==> config.mk <==
export PLATFORM = sky130hd
export DESIGN_NAME = pipe_id_fwd
export DESIGN_NICKNAME = d
export VERILOG_FILES = /design/src/rtl/pipe_id_fwd.sv
export SDC_FILE = /design/constraint.sdc
export NUM_CORES = 2
export LEC_CHECK = 0
export CAP_MARGIN = 20
export CELL_PAD_IN_SITES_DETAIL_PLACEMENT = 0
export CELL_PAD_IN_SITES_GLOBAL_PLACEMENT = 1
export CORE_ASPECT_RATIO = 2
export CORE_UTILIZATION = 29
export CTS_CLUSTER_DIAMETER = 50
export DETAILED_ROUTE_END_ITERATION = 6
export GPL_ROUTABILITY_DRIVEN = 0
export PLACE_DENSITY = 0.47
export SLEW_MARGIN = 20
export SYNTH_ARGS = -nofsm -noshare
export SYNTH_HDL_FRONTEND = slang
export SYNTH_SLANG_ARGS = --single-unit
==> constraint.sdc <==
create_clock -name clk -period 7.15 [get_ports clk]
set_clock_uncertainty 0.05 [all_clocks]
set_input_delay 2.145 -clock clk [delete_from_list [all_inputs] [get_ports clk]]
set_output_delay 2.145 -clock clk [all_outputs]
set_load 0.01 [all_outputs]
==> src/rtl/pipe_id_fwd.sv <==
// pipe_id_fwd -- pipeline decode stage with register file, operand bypass
// and load-use interlock.
//
// Sits between the IF/ID latch and EX. Decodes the MIPS instruction held in
// id_instr, reads both operands (with bypass from EX, MEM and WB), detects a
// load-use hazard against the instruction currently in EX, and registers the
// resulting ID/EX bundle.
//
// Ports
//   clk, rst                     clock, synchronous active-high reset
//   id_valid, id_instr           instruction from IF
//   id_ready                     ID accepts id_instr this cycle (IF holds if 0)
//   ex_stall                     EX cannot accept; hold the ID/EX bundle
//   flush                        kill the instruction entering EX
//   exr_wen/exr_wa/exr_data      combinational result of the instruction in EX
//   mem_wen/mem_wa/mem_data      result of the instruction in MEM
//   wb_wen/wb_ovf/wb_wa/wb_data  writeback port; writes when wb_wen & ~wb_ovf
//   ex_valid .. ex_load          registered ID/EX bundle
module pipe_id_fwd #(
  parameter int DW   = 32,
  parameter int NREG = 32
) (
  input  logic          clk,
  input  logic          rst,
  input  logic          id_valid,
  input  logic [31:0]   id_instr,
  output logic          id_ready,
  input  logic          ex_stall,
  input  logic          flush,
  input  logic          exr_wen,
  input  logic [4:0]    exr_wa,
  input  logic [DW-1:0] exr_data,
  input  logic          mem_wen,
  input  logic [4:0]    mem_wa,
  input  logic [DW-1:0] mem_data,
  input  logic          wb_wen,
  input  logic          wb_ovf,
  input  logic [4:0]    wb_wa,
  input  logic [DW-1:0] wb_data,
  output logic          ex_valid,
  output logic [DW-1:0] ex_rs_val,
  output logic [DW-1:0] ex_rt_val,
  output logic [DW-1:0] ex_imm,
  output logic [4:0]    ex_shamt,
  output logic [5:0]    ex_op,
  output logic [5:0]    ex_func,
  output logic [4:0]    ex_wa,
  output logic          ex_wrf,
  output logic          ex_load
);

  localparam int AW = (NREG > 1) ? $clog2(NREG) : 1;
  localparam logic [5:0] NREG_L = 6'(NREG);

  // ---------------------------------------------------------------------
  // Field extraction and decode
  // ---------------------------------------------------------------------
  logic [5:0]    op;
  logic [5:0]    func;
  logic [4:0]    rs;
  logic [4:0]    rt;
  logic [4:0]    rd;
  logic [4:0]    shamt;
  logic [15:0]   imm16;
  logic [DW-1:0] imm_ext;
  logic [4:0]    wa;
  logic          wrf;
  logic          is_load;
  logic          uses_rt;

  assign op    = id_instr[31:26];
  assign rs    = id_instr[25:21];
  assign rt    = id_instr[20:16];
  assign rd    = id_instr[15:11];
  assign shamt = id_instr[10:6];
  assign imm16 = id_instr[15:0];
  assign func  = id_instr[5:0];

  always_comb begin
    // andi/ori/xori/lui take a zero-extended immediate; everything else signed
    if (op >= 6'h0C && op <= 6'h0F)
      imm_ext = {{(DW-16){1'b0}}, imm16};
    else
      imm_ext = {{(DW-16){imm16[15]}}, imm16};
  end

  always_comb begin
    if (op == 6'h03)
      wa = 5'd31;
    else if (op == 6'h00)
      wa = rd;
    else
      wa = rt;
  end

  always_comb begin
    wrf = 1'b1;
    case (op)
      6'h28, 6'h29, 6'h2B: wrf = 1'b0;  // stores
      6'h04, 6'h05:        wrf = 1'b0;  // beq / bne
      6'h02:               wrf = 1'b0;  // j
      6'h00:               if (func == 6'h08) wrf = 1'b0;  // jr
      default:             wrf = 1'b1;
    endcase
    if (wa == 5'd0)
      wrf = 1'b0;
  end

  assign is_load = (op >= 6'h20) && (op <= 6'h25);

  always_comb begin
    case (op)
      6'h00, 6'h04, 6'h05, 6'h28, 6'h29, 6'h2B: uses_rt = 1'b1;
      default:                                  uses_rt = 1'b0;
    endcase
  end

  // ---------------------------------------------------------------------
  // Register file
  // ---------------------------------------------------------------------
  // An index is "live" only if it is nonzero and names a physical register;
  // everything else reads as zero and is never written or forwarded.
  function automatic logic idx_live(input logic [4:0] idx);
    return (idx != 5'd0) && ({1'b0, idx} < NREG_L);
  endfunction

  logic          wb_we;
  logic [DW-1:0] rf [NREG];

  assign wb_we = wb_wen & ~wb_ovf & idx_live(wb_wa);

  always_ff @(posedge clk) begin
    if (rst) begin
      for (int i = 0; i < NREG; i++)
        rf[i] <= '0;
    end else if (wb_we) begin
      rf[wb_wa[AW-1:0]] <= wb_data;
    end
  end

  // ---------------------------------------------------------------------
  // Load-use hazard
  // ---------------------------------------------------------------------
  logic haz_rs;
  logic haz_rt;
  logic hazard;

  assign haz_rs = ex_valid & ex_load & (ex_wa != 5'd0) & (ex_wa == rs);
  assign haz_rt = ex_valid & ex_load & (ex_wa != 5'd0) & (ex_wa == rt) & uses_rt;
  assign hazard = haz_rs | haz_rt;

  assign id_ready = ~hazard & ~ex_stall;

  // ---------------------------------------------------------------------
  // Operand bypass
  // ---------------------------------------------------------------------
  // ex_ok is cleared while the EX instruction is a load targeting this
  // register: exr_data is only an address then, not the loaded value.
  function automatic logic [DW-1:0] fwd_operand(
    input logic [4:0]    idx,
    input logic [DW-1:0] rf_val,
    input logic          ex_ok
  );
    if (!idx_live(idx))
      return '0;
    else if (ex_ok && exr_wen && ex_valid && (exr_wa == idx))
      return exr_data;
    else if (mem_wen && (mem_wa == idx))
      return mem_data;
    else if (wb_we && (wb_wa == idx))
      return wb_data;
    else
      return rf_val;
  endfunction

  logic [DW-1:0] rf_rs;
  logic [DW-1:0] rf_rt;
  logic [DW-1:0] rs_val;
  logic [DW-1:0] rt_val;

  assign rf_rs = rf[rs[AW-1:0]];
  assign rf_rt = rf[rt[AW-1:0]];

  always_comb begin
    rs_val = fwd_operand(rs, rf_rs, ~haz_rs);
    rt_val = fwd_operand(rt, rf_rt, ~haz_rt);
  end

  // ---------------------------------------------------------------------
  // ID/EX register
  // ---------------------------------------------------------------------
  always_ff @(posedge clk) begin
    if (rst) begin
      ex_valid  <= 1'b0;
      ex_rs_val <= '0;
      ex_rt_val <= '0;
      ex_imm    <= '0;
      ex_shamt  <= '0;
      ex_op     <= '0;
      ex_func   <= '0;
      ex_wa     <= '0;
      ex_wrf    <= 1'b0;
      ex_load   <= 1'b0;
    end else if (flush) begin
      // killed slot; remaining fields are don't-care and simply held
      ex_valid <= 1'b0;
    end else if (ex_stall) begin
      ex_valid <= ex_valid;
    end else if (hazard) begin
      // bubble; IF keeps presenting the dependent instruction
      ex_valid <= 1'b0;
    end else begin
      ex_valid  <= id_valid;
      ex_rs_val <= rs_val;
      ex_rt_val <= rt_val;
      ex_imm    <= imm_ext;
      ex_shamt  <= shamt;
      ex_op     <= op;
      ex_func   <= func;
      ex_wa     <= wa;
      ex_wrf    <= wrf;
      ex_load   <= is_load;
    end
  end

endmodule

==> results.md <==
- Status: finished, violations left
- Violated checks: DRC
- Worst Setup SP: id_instr[28]
- Ports: 274
- Post-CTS Resized: 0
- Avg Inst Size Synth: 13.9 µm²
- Post-synth top cells: edfxtp_1 (1,024), and2_1 (997), mux4_2 (430)
- Clock transition at path regs: about 0.06 ns
- Gate power share: 13.1%
- Fin util: between 30% and 40%
- Cts bufs inserted: around 120
- Post-synth EDFFs: about 1,000
- Maximum clock rate: roughly 160 MHz
- Hold path depth: 2
- Register area: 32,700 µm²
- Core box area: just over 200,000 µm²
- Max cap viols: 0
- Seq pwr share: 46.6%
- Total grt overflow: 0
- Register area share after synthesis: 54.3%
- FFs w/ async S/R, synth: 0%
- Initial antenna violation count: 33
- Max H-tree Level: 3
- Final Hold Viols: 0
- Worst EP arrival: 4.26 ns
- R2R depth: 9
- Hold Path Sink: ex_rt_val[13]
- Final setup vio count: 0
- Switching share of power: 26.3%
- Net count reported at finish: 4,614
- WP data required: 4.95 ns
- Post-DP HPWL: 163 mm
- Yosys reg bits: 1,119
- Routed WL: roughly 270 mm
- Maximum clock path buffer count: 3
- RSZ-0062 raised after global routing: false
- Most numerous cell in the Yosys netlist: edfxtp_1
- Clk pwr share: around 40%
- Setup TNS: 0 ns
- R2r setup slk: around 3.6 ns
- Area contributors post-synth: edfxtp_1 (51%), mux4_2 (16%), and2_1 (10%), mux2i_1 (3.2%), dfxtp_1 (3.2%)
- Worst setup EP type: output pin
- VDD IR max: 0.204 mV
- # Post-CTS Setup Buffers: 0
- Layout cells sized above 1: 22.1%
- Switching pwr: 4330 µW
- Die footprint: around 210,000 µm²
- Die W: ~320 µm
- IO buf count: roughly 270
- CTS Sinks: 1,119
- Largest net degree at the start of global routing: 94
- Post-synth top area share: 51.2%
- Reg-to-Reg Start: ex_wa[4]
- Normalized max-slew margin: 22.2%
- Chip height: ~650 µm
- Initial Utilization: 29.2%
- Post-Syn Instances: approximately 4,300
- LEAKAGE: 0.0241 µW
- Slew Limit Fails: 0
- # hold bufs at CTS: 0
- Clock root cell: clkbuf_16
- Mapped Area: 60,100 µm²
- Vias in the first global route: 41,648
- Main flop type after synthesis: edfxtp_1
- Pre-Repair DR Iteration Count: 7
- Row cnt: 236
- Yosys warning count: 0
- CTS tree: yes
- Minimum clock period after layout: 6.45 ns
- Post-synth cell types: 63
- Layout area overhead: 17.4%
- Fill cells: 20,139
- Fin crit share: about nine tenths
- Wire per inst: 36.3 µm
- Worst-Skew Late Latency: 0.76 ns
- Multi-input logic area: 25,800 µm²
- Startpoint types: input port
- Crit Path Class: in -> out
- Post-DR vias/cell: roughly 5.5
- Pwr Density: 233 nW/µm²
- First-iteration detailed-routing DRC count: 3,397
- Cell taking the most area after synthesis: edfxtp_1
- Actual slew at the worst max-slew pin: 1.17 ns
- Via count: 40,020
- Crit-path max FO: 5
- HP Class: reg -> reg
- First-pass GRT wire length: 357 mm
- Detail Route Antenna Nets: 0
- Reg2reg end: ex_rs_val[11]
- Hold path start: ex_rt_val[13]
- Pint: 12,100 µW
- Overall routing resource usage: around a quarter
- # DRC: 1
[cell usage in the layout (no fill, tap or decap), types with 44 or more instances in the layout]
cell type and n:
and2_1 995, clkbuf_16 117, or2_2 44, nor2_1 95, mux2_2 67, dfxtp_1 95, edfxtp_1 1024, mux4_2 430
buf_4 157, o21ai_0 47, nand3_1 115, a221oi_1 112, mux2i_1 192, clkdlybuf4s50_1 254, nand2_1 98
[per-layer routing]
metal	wire (µm)	track usage [%]	vias to the layer above
met5	57	0	-
met4	9960	9.44	8
met3	13000	2.91	422
met2	144000	47.1	1453
met1	98900	28.8	21271
li1	-	-	16866
[sequential cells by signal (all words and copies together) (netlist names)]
| signal | cells |
|---|---|
| ex_imm | 17 |
| ex_load | 1 |
| ex_wrf | 1 |
| ex_rt_val | 32 |
| ex_rs_val | 32 |
| rf | 1024 |
| ex_valid | 1 |
| ex_wa | 5 |
| ex_op | 6 |
[metrics by stage]
stage          setup WS (ns)  area, µm²  total power, µW  cells  hold WS [ns]
6_report               0.699      70500            16500   7311         0.401
5_1_grt                0.575      70500            16900   7300         0.431
4_1_cts                0.693      70500            16600   7299         0.406
3_5_place_dp           0.700      66500             9990   7081         0.397
3_3_place_gp           0.539      66600             9970   7081         0.392
2_1_floorplan           1.70      60200             8920   4366         0.413
[critical path, cell delays in order]
cell	delay, ns
clkdlybuf4s50_1	0.55
inv_1	0.10
a2111oi_0	0.48
a41oi_1	0.21
o21a_1	0.29
clkdlybuf4s50_1	0.49
[how the worst max path moves through the flow]
stage / slack (ns) / depth (start not counted) / endpoint
2_1_floorplan: 1.70 / 5 / id_ready
3_3_place_gp: 0.54 / 6 / id_ready
3_5_place_dp: 0.70 / 6 / id_ready
4_1_cts: 0.69 / 6 / id_ready
5_1_grt: 0.58 / 6 / id_ready
6_report: 0.70 / 6 / id_ready
[cell families (layout without fill, tap and decap cells)]
family	Yosys count	in the layout	share of synthesized area (%)
multiplexers	689	689	20.6
other	1	44	0.00624
buffers and inverters	493	689	3.49
flip-flops	1119	1119	54.3
AND/OR/NAND/NOR	1533	1533	14.9
XOR/XNOR	40	40	0.583
AO/OA/AOI/OAI	460	460	6.16
[cell type report]
type | count | area share [%]
sequential | 1119 | 46.3
timing repair buffer | 463 | 6.47
tap | 2737 | 4.85
inverter | 8 | 0.0461
clock inverter | 79 | 1.37
clock buffer | 139 | 4.31
multi-input combinational | 2754 | 36.6
antenna | 12 | 0.0426
[power groups by stage]
stage	clock network, µW	registers (µW)	logic [µW]
6_report	6630	7670	2160
5_1_grt	6930	7710	2250
4_1_cts	6760	7670	2180
3_5_place_dp	0	7810	2180
3_3_place_gp	0	7790	2180
2_1_floorplan	0	7740	1170
(Power assumes the default switching activity.)
